**config.mk**
```make
export PLATFORM = sky130hd
export DESIGN_NAME = sprite_compositor_flat
export DESIGN_NICKNAME = d
export VERILOG_FILES = /design/src/rtl/sprite_compositor_if.sv /design/src/rtl/sprite_compositor.sv /design/src/flat_wrapper.sv
export SDC_FILE = /design/constraint.sdc
export NUM_CORES = 1
export LEC_CHECK = 0
export CORE_UTILIZATION = 58
export CTS_BUF_LIST = sky130_fd_sc_hd__clkbuf_8
export CTS_CLUSTER_SIZE = 28
export DETAILED_ROUTE_END_ITERATION = 10
export GPL_TIMING_DRIVEN = 0
export PLACE_DENSITY = 0.88
export SYNTH_ARGS = -nofsm -noshare
export SYNTH_HDL_FRONTEND = slang
export SYNTH_SLANG_ARGS = --single-unit
```
**constraint.sdc**
```tcl
create_clock -name clk25 -period 5.61 [get_ports clk25]
set_input_delay 1.122 -clock clk25 [delete_from_list [all_inputs] [get_ports clk25]]
set_output_delay 1.122 -clock clk25 [all_outputs]
set_load 0.05 [all_outputs]
```
**src/rtl/sprite_compositor_if.sv**
```systemverilog
// sprite_compositor_if: pixel timing, ROM and colour/collision signals of the sprite compositor
interface sprite_compositor_if #(
    parameter int NSPR = 4,
    parameter int SAW  = 10,
    parameter int BAW  = 16
);
    logic                 vidon;
    logic [9:0]           hc;
    logic [9:0]           vc;
    logic [NSPR*11-1:0]   spr_x;
    logic [NSPR*11-1:0]   spr_y;
    logic [NSPR-1:0]      spr_en;
    logic [NSPR-1:0]      spr_flip;
    logic [BAW-1:0]       bk_addr;
    logic [7:0]           bk_data;
    logic [NSPR*SAW-1:0]  spr_addr;
    logic [NSPR*8-1:0]    spr_data;
    logic [2:0]           red;
    logic [2:0]           green;
    logic [1:0]           blue;
    logic [NSPR-1:0]      hit_mask;
    logic                 hit;

    modport master (
        output vidon, hc, vc, spr_x, spr_y, spr_en, spr_flip, bk_data, spr_data,
        input  bk_addr, spr_addr, red, green, blue, hit_mask, hit
    );

    modport slave (
        input  vidon, hc, vc, spr_x, spr_y, spr_en, spr_flip, bk_data, spr_data,
        output bk_addr, spr_addr, red, green, blue, hit_mask, hit
    );
endinterface

```
**src/rtl/sprite_compositor.sv**
```systemverilog
// sprite_compositor: 3-stage background + prioritised sprite compositor with per-frame collision flags
module sprite_compositor #(
    parameter int         NSPR   = 4,
    parameter int         SPR_W  = 32,
    parameter int         SPR_H  = 32,
    parameter int         SAW    = 10,
    parameter int         BK_W   = 320,
    parameter int         BK_SH  = 1,
    parameter int         BAW    = 16,
    parameter logic [7:0] TRANSP = 8'hE3
) (
    input logic clk25,
    input logic rst_n,
    sprite_compositor_if.slave bus
);
    localparam int CW = $clog2(SPR_W);

    logic                fs;
    logic                live;
    logic [NSPR*11-1:0]  sx, sy, ex, ey;
    logic [NSPR-1:0]     sen, sfl, een, efl;
    logic [11:0]         h12, v12;
    logic [BAW-1:0]      ba;
    logic [NSPR-1:0]     ib, ib1, ib2;
    logic [NSPR*SAW-1:0] sa;
    logic                v1, v2;
    logic [NSPR-1:0]     opq, cc, coll;
    logic [7:0]          pix;

    assign fs  = bus.hc == 10'd0 && bus.vc == 10'd0;
    // the frame-start pixel already sees the values being captured for its frame
    assign ex  = fs ? bus.spr_x : sx;
    assign ey  = fs ? bus.spr_y : sy;
    assign een = fs ? bus.spr_en : sen;
    assign efl = fs ? bus.spr_flip : sfl;
    assign h12 = {2'b00, bus.hc};
    assign v12 = {2'b00, bus.vc};
    assign ba  = BAW'(32'(bus.vc >> BK_SH) * BK_W + 32'(bus.hc >> BK_SH));

    for (genvar g = 0; g < NSPR; g++) begin : ch
        logic [11:0]       x, y;
        logic [CW-1:0]     cx;
        logic [SAW-CW-1:0] ry;
        assign x  = {1'b0, ex[11*g +: 11]};
        assign y  = {1'b0, ey[11*g +: 11]};
        assign cx = CW'(h12 - x);
        assign ry = (SAW-CW)'(v12 - y);
        assign ib[g] = een[g] && h12 >= x && h12 < x + 12'(SPR_W) && v12 >= y && v12 < y + 12'(SPR_H);
        assign sa[SAW*g +: SAW] = ib[g] ? {ry, efl[g] ? ~cx : cx} : '0;
    end

    // stage 3: lowest-index opaque sprite wins over background; flag multi-sprite overlap
    always_comb begin
        pix = bus.bk_data;
        opq = '0;
        for (int i = NSPR - 1; i >= 0; i--) begin
            opq[i] = ib2[i] && bus.spr_data[8*i +: 8] != TRANSP;
            pix = opq[i] ? bus.spr_data[8*i +: 8] : pix;
        end
        cc = (v2 && (opq & (opq - NSPR'(1))) != '0) ? opq : '0;
    end

    // shadow capture, address/flag pipeline, output pixel and collision bookkeeping
    always_ff @(posedge clk25 or negedge rst_n) begin
        if (!rst_n) begin
            sx <= '0;
            sy <= '0;
            sen <= '0;
            sfl <= '0;
            live <= 1'b0;
            bus.bk_addr <= '0;
            bus.spr_addr <= '0;
            ib1 <= '0;
            ib2 <= '0;
            v1 <= 1'b0;
            v2 <= 1'b0;
            {bus.red, bus.green, bus.blue} <= 8'h00;
            coll <= '0;
            bus.hit_mask <= '0;
            bus.hit <= 1'b0;
        end else begin
            sx <= ex;
            sy <= ey;
            sen <= een;
            sfl <= efl;
            live <= live || fs;
            bus.bk_addr <= ba;
            bus.spr_addr <= sa;
            ib1 <= ib;
            v1 <= bus.vidon && (live || fs);
            ib2 <= ib1;
            v2 <= v1;
            {bus.red, bus.green, bus.blue} <= v2 ? pix : 8'h00;
            coll <= fs ? '0 : coll | cc;
            bus.hit_mask <= fs ? coll | cc : bus.hit_mask;
            bus.hit <= fs ? |(coll | cc) : bus.hit;
        end
    end
endmodule

```
**src/flat_wrapper.sv**
```systemverilog
// flat-port wrapper written by rule: the top's interface ports become plain ports
module sprite_compositor_flat 
#(
    parameter int         NSPR   = 4,
    parameter int         SPR_W  = 32,
    parameter int         SPR_H  = 32,
    parameter int         SAW    = 10,
    parameter int         BK_W   = 320,
    parameter int         BK_SH  = 1,
    parameter int         BAW    = 16,
    parameter logic [7:0] TRANSP = 8'hE3
)
  (clk25, rst_n, bus_vidon, bus_hc, bus_vc, bus_spr_x, bus_spr_y, bus_spr_en, bus_spr_flip, bus_bk_data, bus_spr_data, bus_bk_addr, bus_spr_addr, bus_red, bus_green, bus_blue, bus_hit_mask, bus_hit);
  sprite_compositor_if #(.NSPR(NSPR), .SAW(SAW), .BAW(BAW)) bus_i ();
  input logic clk25;
  input logic rst_n;
  input wire logic [$bits(bus_i.vidon)-1:0] bus_vidon;
  input wire logic [$bits(bus_i.hc)-1:0] bus_hc;
  input wire logic [$bits(bus_i.vc)-1:0] bus_vc;
  input wire logic [$bits(bus_i.spr_x)-1:0] bus_spr_x;
  input wire logic [$bits(bus_i.spr_y)-1:0] bus_spr_y;
  input wire logic [$bits(bus_i.spr_en)-1:0] bus_spr_en;
  input wire logic [$bits(bus_i.spr_flip)-1:0] bus_spr_flip;
  input wire logic [$bits(bus_i.bk_data)-1:0] bus_bk_data;
  input wire logic [$bits(bus_i.spr_data)-1:0] bus_spr_data;
  output wire logic [$bits(bus_i.bk_addr)-1:0] bus_bk_addr;
  output wire logic [$bits(bus_i.spr_addr)-1:0] bus_spr_addr;
  output wire logic [$bits(bus_i.red)-1:0] bus_red;
  output wire logic [$bits(bus_i.green)-1:0] bus_green;
  output wire logic [$bits(bus_i.blue)-1:0] bus_blue;
  output wire logic [$bits(bus_i.hit_mask)-1:0] bus_hit_mask;
  output wire logic [$bits(bus_i.hit)-1:0] bus_hit;
  assign bus_i.vidon = bus_vidon;
  assign bus_i.hc = bus_hc;
  assign bus_i.vc = bus_vc;
  assign bus_i.spr_x = bus_spr_x;
  assign bus_i.spr_y = bus_spr_y;
  assign bus_i.spr_en = bus_spr_en;
  assign bus_i.spr_flip = bus_spr_flip;
  assign bus_i.bk_data = bus_bk_data;
  assign bus_i.spr_data = bus_spr_data;
  assign bus_bk_addr = bus_i.bk_addr;
  assign bus_spr_addr = bus_i.spr_addr;
  assign bus_red = bus_i.red;
  assign bus_green = bus_i.green;
  assign bus_blue = bus_i.blue;
  assign bus_hit_mask = bus_i.hit_mask;
  assign bus_hit = bus_i.hit;
  sprite_compositor #(.NSPR(NSPR), .SPR_W(SPR_W), .SPR_H(SPR_H), .SAW(SAW), .BK_W(BK_W), .BK_SH(BK_SH), .BAW(BAW), .TRANSP(TRANSP)) u_core (.clk25(clk25), .rst_n(rst_n), .bus(bus_i));
endmodule
```
==> results_dict.tcl <==
set metrics [dict create \
    slew_headroom_pct 37.2 \
    grt_use_total_pct 33.0 \
    synth.distinct_cells 74 \
    hpwlAfterDp_um 24300 \
    worstHoldStart "u_core.ib1[2]" \
    p_leak_nw 7.53 \
    yosys.area.top_type_share_pct 39.4 \
    cp.required_ps 5980 \
    cts_buffer_depth 2 \
    nFillCells 1328 \
    slew_viol_final 0 \
    wire_per_inst_um 19.6 \
    hp-class "reg2reg" \
    drt-initial-drc-count 698 \
    startpoint_type "input pin" \
    intPower_mw 1.89 \
    r2r_cells 13 \
    synthesis.area_um2 11400 \
    cts_tree "built" \
    pre_cts_slack_ps -2440 \
    ys.flop_type "dfrtp_1" \
    gp_congestion 0.941 \
    path_max_fanout 19 \
    drive_above_1_share_pct 8.51 \
    cp.arrival_ps 5860 \
    grt_max_degree 113 \
    pwr-share-seq_pct 48.1 \
    antenna_found_initial 0 \
    initial_core_util_pct 60.1 \
    switchingPower_uw 856 \
    timing.final.hold_violations 0 \
    synth.area.top_cells "dfrtp_1, ha_1, mux2i_1, xnor2_1, inv_1" \
    drt_first_pass_iters 5 \
    clockRootBuffer "clkbuf_8" \
    post-route-period-util_pct 98.0 \
    fin_hold_ws_ps 357 \
    antennaDiodeCount 0 \
    drc_errors 0 \
    fmax_mhz 182 \
    via_per_inst 5.82 \
    layout_setup_ws_ps 112 \
    fin_crit_ps 5500 \
    report.final.setup_viol 0 \
    cts_hold_buffers 0 \
    synth_compound_area_share_pct 12.0 \
    cts.sinks 180 \
    die_w_um 142 \
    status "finished, final reports clean" \
    critPathKind "in2reg" \
    syn_to_final_growth_pct 27.3 \
    fin_skew_ps 20.1 \
    cts-buffers-inserted 17 \
    clkPwrFrac_pct 31.5 \
    syn_inst 1138 \
    async_flop_share_pct 100 \
    synthXorXnorAreaFrac_pct 6.44 \
    die-area_um2 20300 \
    combPwrFrac_pct 20.4 \
    port_buffers 227 \
    core_um2 19000 \
    worst_pin_slew_ps 932 \
    whs_endpoint "u_core.ib2[2]" \
    dr_total_vias 9649 \
    grt_pass1_vias 9797 \
    std_cell_rows 50 \
    rrSetupSlack_ps 2490 \
    final_nets 1686 \
    grt.overflow.total 0 \
    drtAntennaViolNets 0 \
    swShare_pct 31.2 \
    clock_latency_ps 490 \
    wirelength_um 32500 \
    ys_seq_area_share_pct 39.4 \
    grt_pass1_wl_um 50100 \
    synthMuxAreaShare_pct 7.53 \
    die_h_um 142 \
    reg2reg_from "u_core.sx[33]" \
    synth_top_family_by_area "adder cells" \
    synth_edf_count 0 \
    synth_simple_gate_area_share_pct 12.8 \
    synth_fa_ha_area_share_pct 16.2 \
    peakVddDrop_uv 147 \
    yosys-top-cells-count "dfrtp_1, ha_1, inv_1" \
    synth.net_count 1438 \
    ys_warn_count 0 \
    yosysMostFrequentCell "dfrtp_1" \
    path_clk_slew_ps 100 \
    r2r-end "u_core.bus.spr_addr[39]" \
    pwr_density_cell_nw_per_um2 189 \
    postSynthAreaPerCell_um2 10.0 \
    cts_max_level 4 \
    ys_ff_latch 180 \
    hold_depth 0 \
    end_kind "flop" \
    maxCapViolations 0 \
    synth_top_area_cell "dfrtp_1" \
    ios 228 \
]
worst max-delay path, stage by stage:
cell,delay [ps]
clkdlybuf4s50_1,570
nor4_4,90
and2_1,190
buf_4,160
nand2_4,90
buf_8,180
buf_6,200
buf_8,250
buf_4,300
nand2_1,110
nand2_1,110
ha_1,180
inv_1,70
fa_1,400
a21oi_1,200
a2bb2oi_1,280
a21oi_1,110
o2111ai_1,190
o2bb2ai_1,200
nand4b_1,150
or3_4,360
nor3b_1,320
stage by stage:
stage	power, mW	utilization [%]	instance area, um^2	TNS, ps	instances
after floorplan	1.62	-	11400	0	1138
after global placement	1.88	73.8	14000	-775220	1625
after detailed placement	1.90	74.0	14100	-88720	1626
after CTS	2.75	76.4	14500	0	1659
after global routing	2.85	76.5	14600	-350	1658
final	2.75	76.5	14600	0	1658
final cells by class:
type | instances | area (um^2) | area share [%]
inverters | 120 | 450 | 3.09
well taps | 260 | 325 | 2.23
clock inverters | 14 | 143 | 0.980
repair buffers | 231 | 2300 | 15.8
multi-input cells | 809 | 6380 | 43.8
flip-flops and latches | 180 | 4500 | 30.9
clock buffers | 17 | 234 | 1.61
plain buffers | 27 | 220 | 1.51
logic make-up after synthesis:
group / count (synthesis)
buffers and inverters: 149
AOI/OAI and AO/OA: 204
xor gates and xnor gates: 84
DFF: 180
and+or+nand+nor: 297
muxes: 82
adders and majority gates: 142
repair_timing:
action / in CTS / in global routing
resized for setup: 51 / 33
buffers inserted: 3 / 0
pin swaps: 3 / 3
endpoints found under the setup margin: 44 / 43
gates cloned: 0 / 0
power groups by stage:
stage / clock (mW) / combinational, mW / sequential (mW)
after CTS: 0.874 / 0.557 / 1.32
final: 0.865 / 0.562 / 1.32
after detailed placement: 0 / 0.552 / 1.35
after floorplan: 0 / 0.198 / 1.43
after global placement: 0 / 0.535 / 1.35
after global routing: 0.920 / 0.603 / 1.32
registers in the layout (all words and copies together), names as in the netlist, 2 cells and up:
signal / cells
u_core.bus.bk_addr: 16
u_core.bus.blue: 2
u_core.bus.green: 3
u_core.bus.hit_mask: 4
u_core.bus.red: 3
u_core.bus.spr_addr: 40
u_core.coll: 4
u_core.ib1: 4
u_core.ib2: 4
u_core.sen: 4
u_core.sfl: 4
u_core.sx: 44
u_core.sy: 44
layout by cell type, fill, tap and decap left out, types with 5 or more instances in the layout:
cell type	netlist	routed
clkdlybuf4s50_1	0	208
xnor2_1	63	63
o21a_1	9	9
clkbuf_1	11	6
a21oi_1	43	43
fa_1	10	10
a211oi_1	9	8
buf_4	4	7
clkbuf_8	0	19
nand2_1	113	112
o211a_1	7	7
and2_1	6	6
dfrtp_1	180	180
a21o_1	19	19
o211ai_1	13	13
inv_1	120	120
mux2i_1	66	65
a31oi_1	9	9
nor2_1	59	59
nor2b_1	9	9
mux2_2	12	12
nor3_2	8	9
clkbuf_2	0	6
nand4b_1	5	5
nand3_1	37	36
nand4_1	9	9
nor3_1	12	11
buf_6	7	6
clkdlybuf4s15_2	0	8
ha_1	131	131
nand2b_1	7	7
xor2_1	21	21
o21ai_0	47	45
layer usage:
metal | vias to the layer above | global-route usage (%) | part of all wire, %
met5 | - | 0 | 0
met4 | 0 | 17.3 | 4.3
met3 | 100 | 6.19 | 7.5
met2 | 468 | 55.1 | 48
met1 | 4622 | 40.6 | 40
li1 | 4459 | - | -
how the worst max path moves through the flow:
stage	to	startpoint	slack [ps]
final	u_core.bus.spr_addr[39]	bus_hc[0]	110
after global routing	u_core.bus.spr_addr[0]	bus_hc[0]	-60
after CTS	u_core.bus.spr_addr[27]	bus_hc[7]	8
after detailed placement	u_core.bus.spr_addr[0]	bus_vc[1]	-2440
after global placement	u_core.sy[31]	rst_n	-3840
after floorplan	u_core.bus.spr_addr[2]	bus_hc[7]	400
Note: power is estimated with default switching activity, not from simulation.
